**src/rtl/spi_flash_seq.sv**
```systemverilog
// SPI flash command sequencer: sends opcode, optional 24-bit address, then
// reads cmd_len bytes through a single-byte exchange engine.
`timescale 1ns/1ps
module spi_flash_seq #(
  parameter int unsigned CS_SETUP = 2,
  parameter int unsigned CS_GAP   = 4,
  parameter int unsigned TIMEOUT  = 1024
) (
  input  logic        clk,
  input  logic        reset,
  input  logic        cmd_valid,
  output logic        cmd_ready,
  input  logic [7:0]  cmd_opcode,
  input  logic        cmd_addr_en,
  input  logic [23:0] cmd_addr,
  input  logic [15:0] cmd_len,
  input  logic        abort,
  output logic        spi_cs,
  output logic        byte_start,
  output logic [7:0]  byte_tx,
  input  logic        byte_done,
  input  logic [7:0]  byte_rx,
  output logic        rd_valid,
  output logic [7:0]  rd_data,
  input  logic        rd_ready,
  output logic        busy,
  output logic        done,
  output logic        error
);

  typedef enum logic [2:0] {
    S_IDLE, S_SETUP, S_OP, S_ADDR, S_READ, S_HOLD, S_GAP
  } state_t;

  localparam logic [3:0]  SETUP_LAST = 4'(CS_SETUP - 1);
  localparam logic [3:0]  GAP_LAST   = 4'(CS_GAP - 1);
  localparam logic [15:0] TMO_LAST   = 16'(TIMEOUT - 1);

  state_t      state, state_n;
  logic [3:0]  cnt, cnt_n;
  logic [1:0]  addr_idx, addr_idx_n;
  logic [15:0] tmo, tmo_n;
  logic [15:0] remaining, remaining_n;
  logic [7:0]  opcode_q, opcode_n;
  logic        addr_en_q, addr_en_n;
  logic [23:0] addr_q, addr_n;
  logic        spi_cs_n, byte_start_n, rd_valid_n, done_n, error_n;
  logic [7:0]  byte_tx_n, rd_data_n;
  logic        outstanding, hdr_end, finish;

  // A byte is in flight exactly while in OP, ADDR or READ.
  assign outstanding = (state == S_OP) || (state == S_ADDR) || (state == S_READ);
  assign cmd_ready   = (state == S_IDLE);
  assign busy        = (state != S_IDLE);

  always_comb begin
    state_n      = state;
    cnt_n        = cnt;
    addr_idx_n   = addr_idx;
    tmo_n        = tmo;
    remaining_n  = remaining;
    opcode_n     = opcode_q;
    addr_en_n    = addr_en_q;
    addr_n       = addr_q;
    spi_cs_n     = spi_cs;
    byte_start_n = 1'b0;
    byte_tx_n    = byte_tx;
    rd_valid_n   = rd_valid;
    rd_data_n    = rd_data;
    done_n       = 1'b0;
    error_n      = error;
    hdr_end      = 1'b0;
    finish       = 1'b0;

    // Abort takes priority over everything, including a coincident byte_done.
    if (abort && state != S_IDLE) begin
      state_n    = S_GAP;
      cnt_n      = '0;
      spi_cs_n   = 1'b1;
      rd_valid_n = 1'b0;
    end else begin
      case (state)
        S_IDLE: begin
          if (cmd_valid) begin
            opcode_n    = cmd_opcode;
            addr_en_n   = cmd_addr_en;
            addr_n      = cmd_addr;
            remaining_n = cmd_len;
            error_n     = 1'b0;
            spi_cs_n    = 1'b0;
            cnt_n       = '0;
            state_n     = S_SETUP;
          end
        end
        S_SETUP: begin
          if (cnt == SETUP_LAST) begin
            state_n      = S_OP;
            byte_start_n = 1'b1;
            byte_tx_n    = opcode_q;
            tmo_n        = '0;
          end else begin
            cnt_n = cnt + 4'd1;
          end
        end
        S_OP: begin
          if (byte_done) begin
            if (addr_en_q) begin
              state_n      = S_ADDR;
              addr_idx_n   = '0;
              byte_start_n = 1'b1;
              byte_tx_n    = addr_q[23:16];
              tmo_n        = '0;
            end else begin
              hdr_end = 1'b1;
            end
          end
        end
        S_ADDR: begin
          if (byte_done) begin
            if (addr_idx == 2'd2) begin
              hdr_end = 1'b1;
            end else begin
              addr_idx_n   = addr_idx + 2'd1;
              byte_start_n = 1'b1;
              byte_tx_n    = (addr_idx == 2'd0) ? addr_q[15:8] : addr_q[7:0];
              tmo_n        = '0;
            end
          end
        end
        S_READ: begin
          if (byte_done) begin
            rd_data_n   = byte_rx;
            rd_valid_n  = 1'b1;
            remaining_n = remaining - 16'd1;
            state_n     = S_HOLD;
          end
        end
        S_HOLD: begin
          if (rd_ready) begin
            rd_valid_n = 1'b0;
            if (remaining == '0) begin
              finish = 1'b1;
            end else begin
              state_n      = S_READ;
              byte_start_n = 1'b1;
              byte_tx_n    = '0;
              tmo_n        = '0;
            end
          end
        end
        S_GAP: begin
          if (cnt == GAP_LAST) state_n = S_IDLE;
          else                 cnt_n   = cnt + 4'd1;
        end
        default: state_n = S_IDLE;
      endcase

      if (hdr_end) begin
        if (remaining != '0) begin
          state_n      = S_READ;
          byte_start_n = 1'b1;
          byte_tx_n    = '0;
          tmo_n        = '0;
        end else begin
          finish = 1'b1;
        end
      end

      if (finish) begin
        state_n  = S_GAP;
        cnt_n    = '0;
        spi_cs_n = 1'b1;
        done_n   = 1'b1;
      end

      if (outstanding && !byte_done) begin
        if (tmo == TMO_LAST) begin
          error_n    = 1'b1;
          rd_valid_n = 1'b0;
          state_n    = S_GAP;
          cnt_n      = '0;
          spi_cs_n   = 1'b1;
        end else begin
          tmo_n = tmo + 16'd1;
        end
      end
    end
  end

  always_ff @(posedge clk) begin
    if (reset) begin
      state      <= S_IDLE;
      cnt        <= '0;
      addr_idx   <= '0;
      tmo        <= '0;
      remaining  <= '0;
      opcode_q   <= '0;
      addr_en_q  <= 1'b0;
      addr_q     <= '0;
      spi_cs     <= 1'b1;
      byte_start <= 1'b0;
      byte_tx    <= '0;
      rd_valid   <= 1'b0;
      rd_data    <= '0;
      done       <= 1'b0;
      error      <= 1'b0;
    end else begin
      state      <= state_n;
      cnt        <= cnt_n;
      addr_idx   <= addr_idx_n;
      tmo        <= tmo_n;
      remaining  <= remaining_n;
      opcode_q   <= opcode_n;
      addr_en_q  <= addr_en_n;
      addr_q     <= addr_n;
      spi_cs     <= spi_cs_n;
      byte_start <= byte_start_n;
      byte_tx    <= byte_tx_n;
      rd_valid   <= rd_valid_n;
      rd_data    <= rd_data_n;
      done       <= done_n;
      error      <= error_n;
    end
  end

endmodule
```
**config.mk**
```make
export PLATFORM = sky130hd
export DESIGN_NAME = spi_flash_seq
export DESIGN_NICKNAME = d
export VERILOG_FILES = /design/src/rtl/spi_flash_seq.sv
export SDC_FILE = /design/constraint.sdc
export NUM_CORES = 1
export LEC_CHECK = 0
export ABC_AREA = 1
export BUFFER_PORTS_ARGS = -buffer_cell sky130_fd_sc_hd__buf_4
export CAP_MARGIN = 20
export CORE_ASPECT_RATIO = 0.8
export CORE_MARGIN = 2
export CORE_UTILIZATION = 48
export DETAILED_ROUTE_END_ITERATION = 10
export PLACE_DENSITY = 0.78
export SLEW_MARGIN = 5
export SYNTH_ARGS = -nofsm -noshare
export SYNTH_HDL_FRONTEND = slang
export SYNTH_SLANG_ARGS = --single-unit
export TNS_END_PERCENT = 100
```
**constraint.sdc**
```tcl
create_clock -name clk -period 2 [get_ports clk]
set_input_delay 0.4 -clock clk [delete_from_list [all_inputs] [get_ports clk]]
set_output_delay 0.4 -clock clk [all_outputs]
set_load 0.01 [all_outputs]
```
==> impl_metrics.csv <==
group,metric,value,unit
routing,met2WireLength,5720,um
power,irDropWorstVdd,726,uV
timing,clock_skew,0.00689,ns
final_layout,final_util,60.5,%
clocking,cts_buffer_depth,2,
yosys,synthMuxAreaShare,0.198,%
power,powerDensity,1290,nW/um2
floorplan,die_w,119,um
final_layout,n_antenna_cell,0,
yosys,synth_area_leaders,"dfxtp_1 (38%), nand2_1 (14%), nor2_1 (11%)",
yosys,synth_fa_ha_area_share,1.73,%
placed_design,port_buffers,85,
global_routing,grt_use_total,23.5,%
clocking,holdBufCountCts,0,
routing,topRoutingLayerUsed,"met4",
setup_path,arrival,2.04,ns
routing,drt_iter0_drc,499,
yosys,postSynthCellCount,773,
floorplan,dieArea,11400,um2
setup_path,start_kind,"flip-flop",
clocking,cts_tree,"built",
final_layout,final_common_cell,"nand2_1",
placed_design,placed_area,5850,um2
yosys,synth_top_area_share,37.6,%
yosys,synth_seq_cells,95,
clocking,numCtsBuffers,9,
setup_path,endpoint_kind,"flip-flop",
yosys,synth_top_family_by_area,"simple AND/OR/NAND/NOR gates",
final_layout,final_area,6190,um2
yosys,synthesis.nets,843,
floorplan,core-area,10200,um2
final_layout,regArea,1900,um2
placed_design,gp_congestion,0.900,
routing,ant_nets,0,
global_routing,antenna_found_initial,0,
global_routing,overflow,0,
final_layout,fill_cells,960,
timing,max_freq,557,MHz
final_layout,final_nets,927,
timing,fin_crit,1.80,ns
power,p_leak,0.00285,uW
clocking,htreeDepth,3,
flow_run,drv_cap,0,
clocking,root_buffer,"clkbuf_16",
final_layout,layout-drive-gt1-share,17.7,%
placed_design,pre_cts_slack,0.253,ns
timing,setup_violations,0,
floorplan,start_util,49.4,%
yosys,synth-simple-area-share,35.5,%
final_layout,multi_input_area,2750,um2
setup_path,worstSetupPathType,"flip-flop to flip-flop",
global_routing,grt_pass1_vias,4675,
timing,period_share,89.8,%
routing,wl_per_cell,12.8,um
yosys,ys_types,42,
status,status,"completed",
global_routing,grt_max_degree,47,
final_layout,final_cell_mix,"nand2_1 (193), nor2_1 (143), buf_4 (99)",
yosys,seq_area_frac_synth,37.6,%
yosys,yosys.area.top_type,"dfxtp_1",
floorplan,num_rows,33,
routing,vias,5091,
clocking,clock_latency,0.35,ns
timing,slew_violations,0,
setup_path,worstPathRequired,2.24,ns
timing,hold_viol_final,0,
timing,rsz0062_at_grt,"no",
floorplan,fp.dieH,95.8,um
floorplan,ioPinCount,86,
routing,dr.pass1.iters,5,
setup_path,path_max_fanout,10,
routing,wl,12900,um
placed_design,dp_hpwl,9240,um
routing,met1_length,5970,um
routing,viasPerCell,5.08,
timing,slew_headroom,71.1,%
yosys,synth_compound_area_share,14.8,%
routing,route.met3.wl,938,um
final_layout,syn2layout_area_growth,22.5,%
global_routing,grt_pass1_wl,21700,um
timing,setup_tns,0,ns
yosys,avgSynthCellArea,6.54,um2
yosys,synth-xor-area-share,2.08,%
yosys,yosys_warnings,0,
clocking,path_clk_slew,0.07,ns
worst_hold_path,hold_class,"input port to flip-flop",
timing,max_slew.worst_pin.slew,0.434,ns
yosys,synth_area,5050,um2
timing,setup_slack,0.204,ns
routing,route.detailed.drc,0,
clocking,cts_sinks,95,
-- final cells by class --
type | count | area share (%)
multi-input combinational | 577 | 44.4
sequential | 95 | 30.7
timing repair buffer | 99 | 12.0
inverter | 75 | 4.58
clock buffer | 11 | 4.08
tap | 140 | 2.83
clock inverter | 5 | 1.41
-- critical path: stages (launching register included) --
cell     delay, ns
dfxtp_1       0.37
inv_4         0.13
nand2_1       0.10
nor2_4        0.14
inv_2         0.08
nand2_1       0.08
buf_4         0.18
nand3_2       0.20
inv_1         0.21
nand3_1       0.09
nand2_1       0.07
nor2_1        0.04
-- path summary, 6_finish.rpt --
kind                           startpoint                 endpoint  slack, ns  cells past startpoint
setup / recovery      state[0]$_SDFF_PP0_     tmo[13]$_SDFFE_PP0N_       0.20                     11
setup reg to reg      state[0]$_SDFF_PP0_     tmo[13]$_SDFFE_PP0N_       0.20                     11
hold / removal                cmd_addr[7]   addr_q[7]$_SDFFE_PP0P_       0.27                      3
hold reg to reg   addr_q[22]$_SDFFE_PP0P_  addr_q[22]$_SDFFE_PP0P_       0.45                      2
-- cell usage after synthesis (all sizes together) --
cell	count
a211oi	3
a22oi	2
a21oi	50
a31oi	3
inv	74
xnor2	3
nor3	8
or2	1
o21ai	72
nand2	202
o2bb2ai	1
o21bai	1
ha	7
xor2	9
clkinv	1
o22ai	1
clkbuf	16
buf	10
nand4	7
nand3b	2
o211ai	3
o31ai	1
nor2	151
mux2i	1
nand3	49
dfxtp	95
-- cell families (layout without fill, tap and decap cells) --
logic type | count (synthesis) | after routing
AO/OA/AOI/OAI | 137 | 137
XOR/XNOR | 12 | 12
adder cells (fa/ha/maj) | 7 | 7
buffers and inverters | 101 | 190
flip-flops | 95 | 95
multiplexers | 1 | 1
AND/OR/NAND/NOR | 420 | 420
-- flip-flops by register name, summed over array words and instances, names as in the netlist --
name        flops
rd_valid        1
byte_tx         8
addr_q         24
remaining      16
state           3
spi_cs          1
addr_en_q       1
addr_idx        2
error           1
rd_data         8
byte_start      1
tmo            16
cnt             4
done            1
opcode_q        8
-- stage by stage --
stage	hold slack, ns	power, uW	instances
final	0.267	8010	1002
after global routing	0.277	8650	1002
after CTS	0.267	8040	1002
after detailed placement	0.445	6070	986
after global placement	0.440	6040	986
after floorplan	0.425	5160	773
-- power breakdown --
| group | switching (uW) | internal (uW) | total [uW] |
|---|---|---|---|
| clock network | 767 | 1180 | 1940 |
| logic | 2210 | 1180 | 3380 |
| registers | 328 | 2360 | 2680 |
-- metal layers --
metal	GRT usage, %	vias up
met4	6.65	0
met1	30.5	2231
met2	39.5	192
met5	0	-
met3	5.33	27
li1	-	2641
-- repair_timing --
action,4_1_cts,5_1_grt
buffers inserted,0,0
setup endpoints to repair,0,2
gates resized for setup,0,1
No activity file was read; power rests on OpenSTA's default activity.
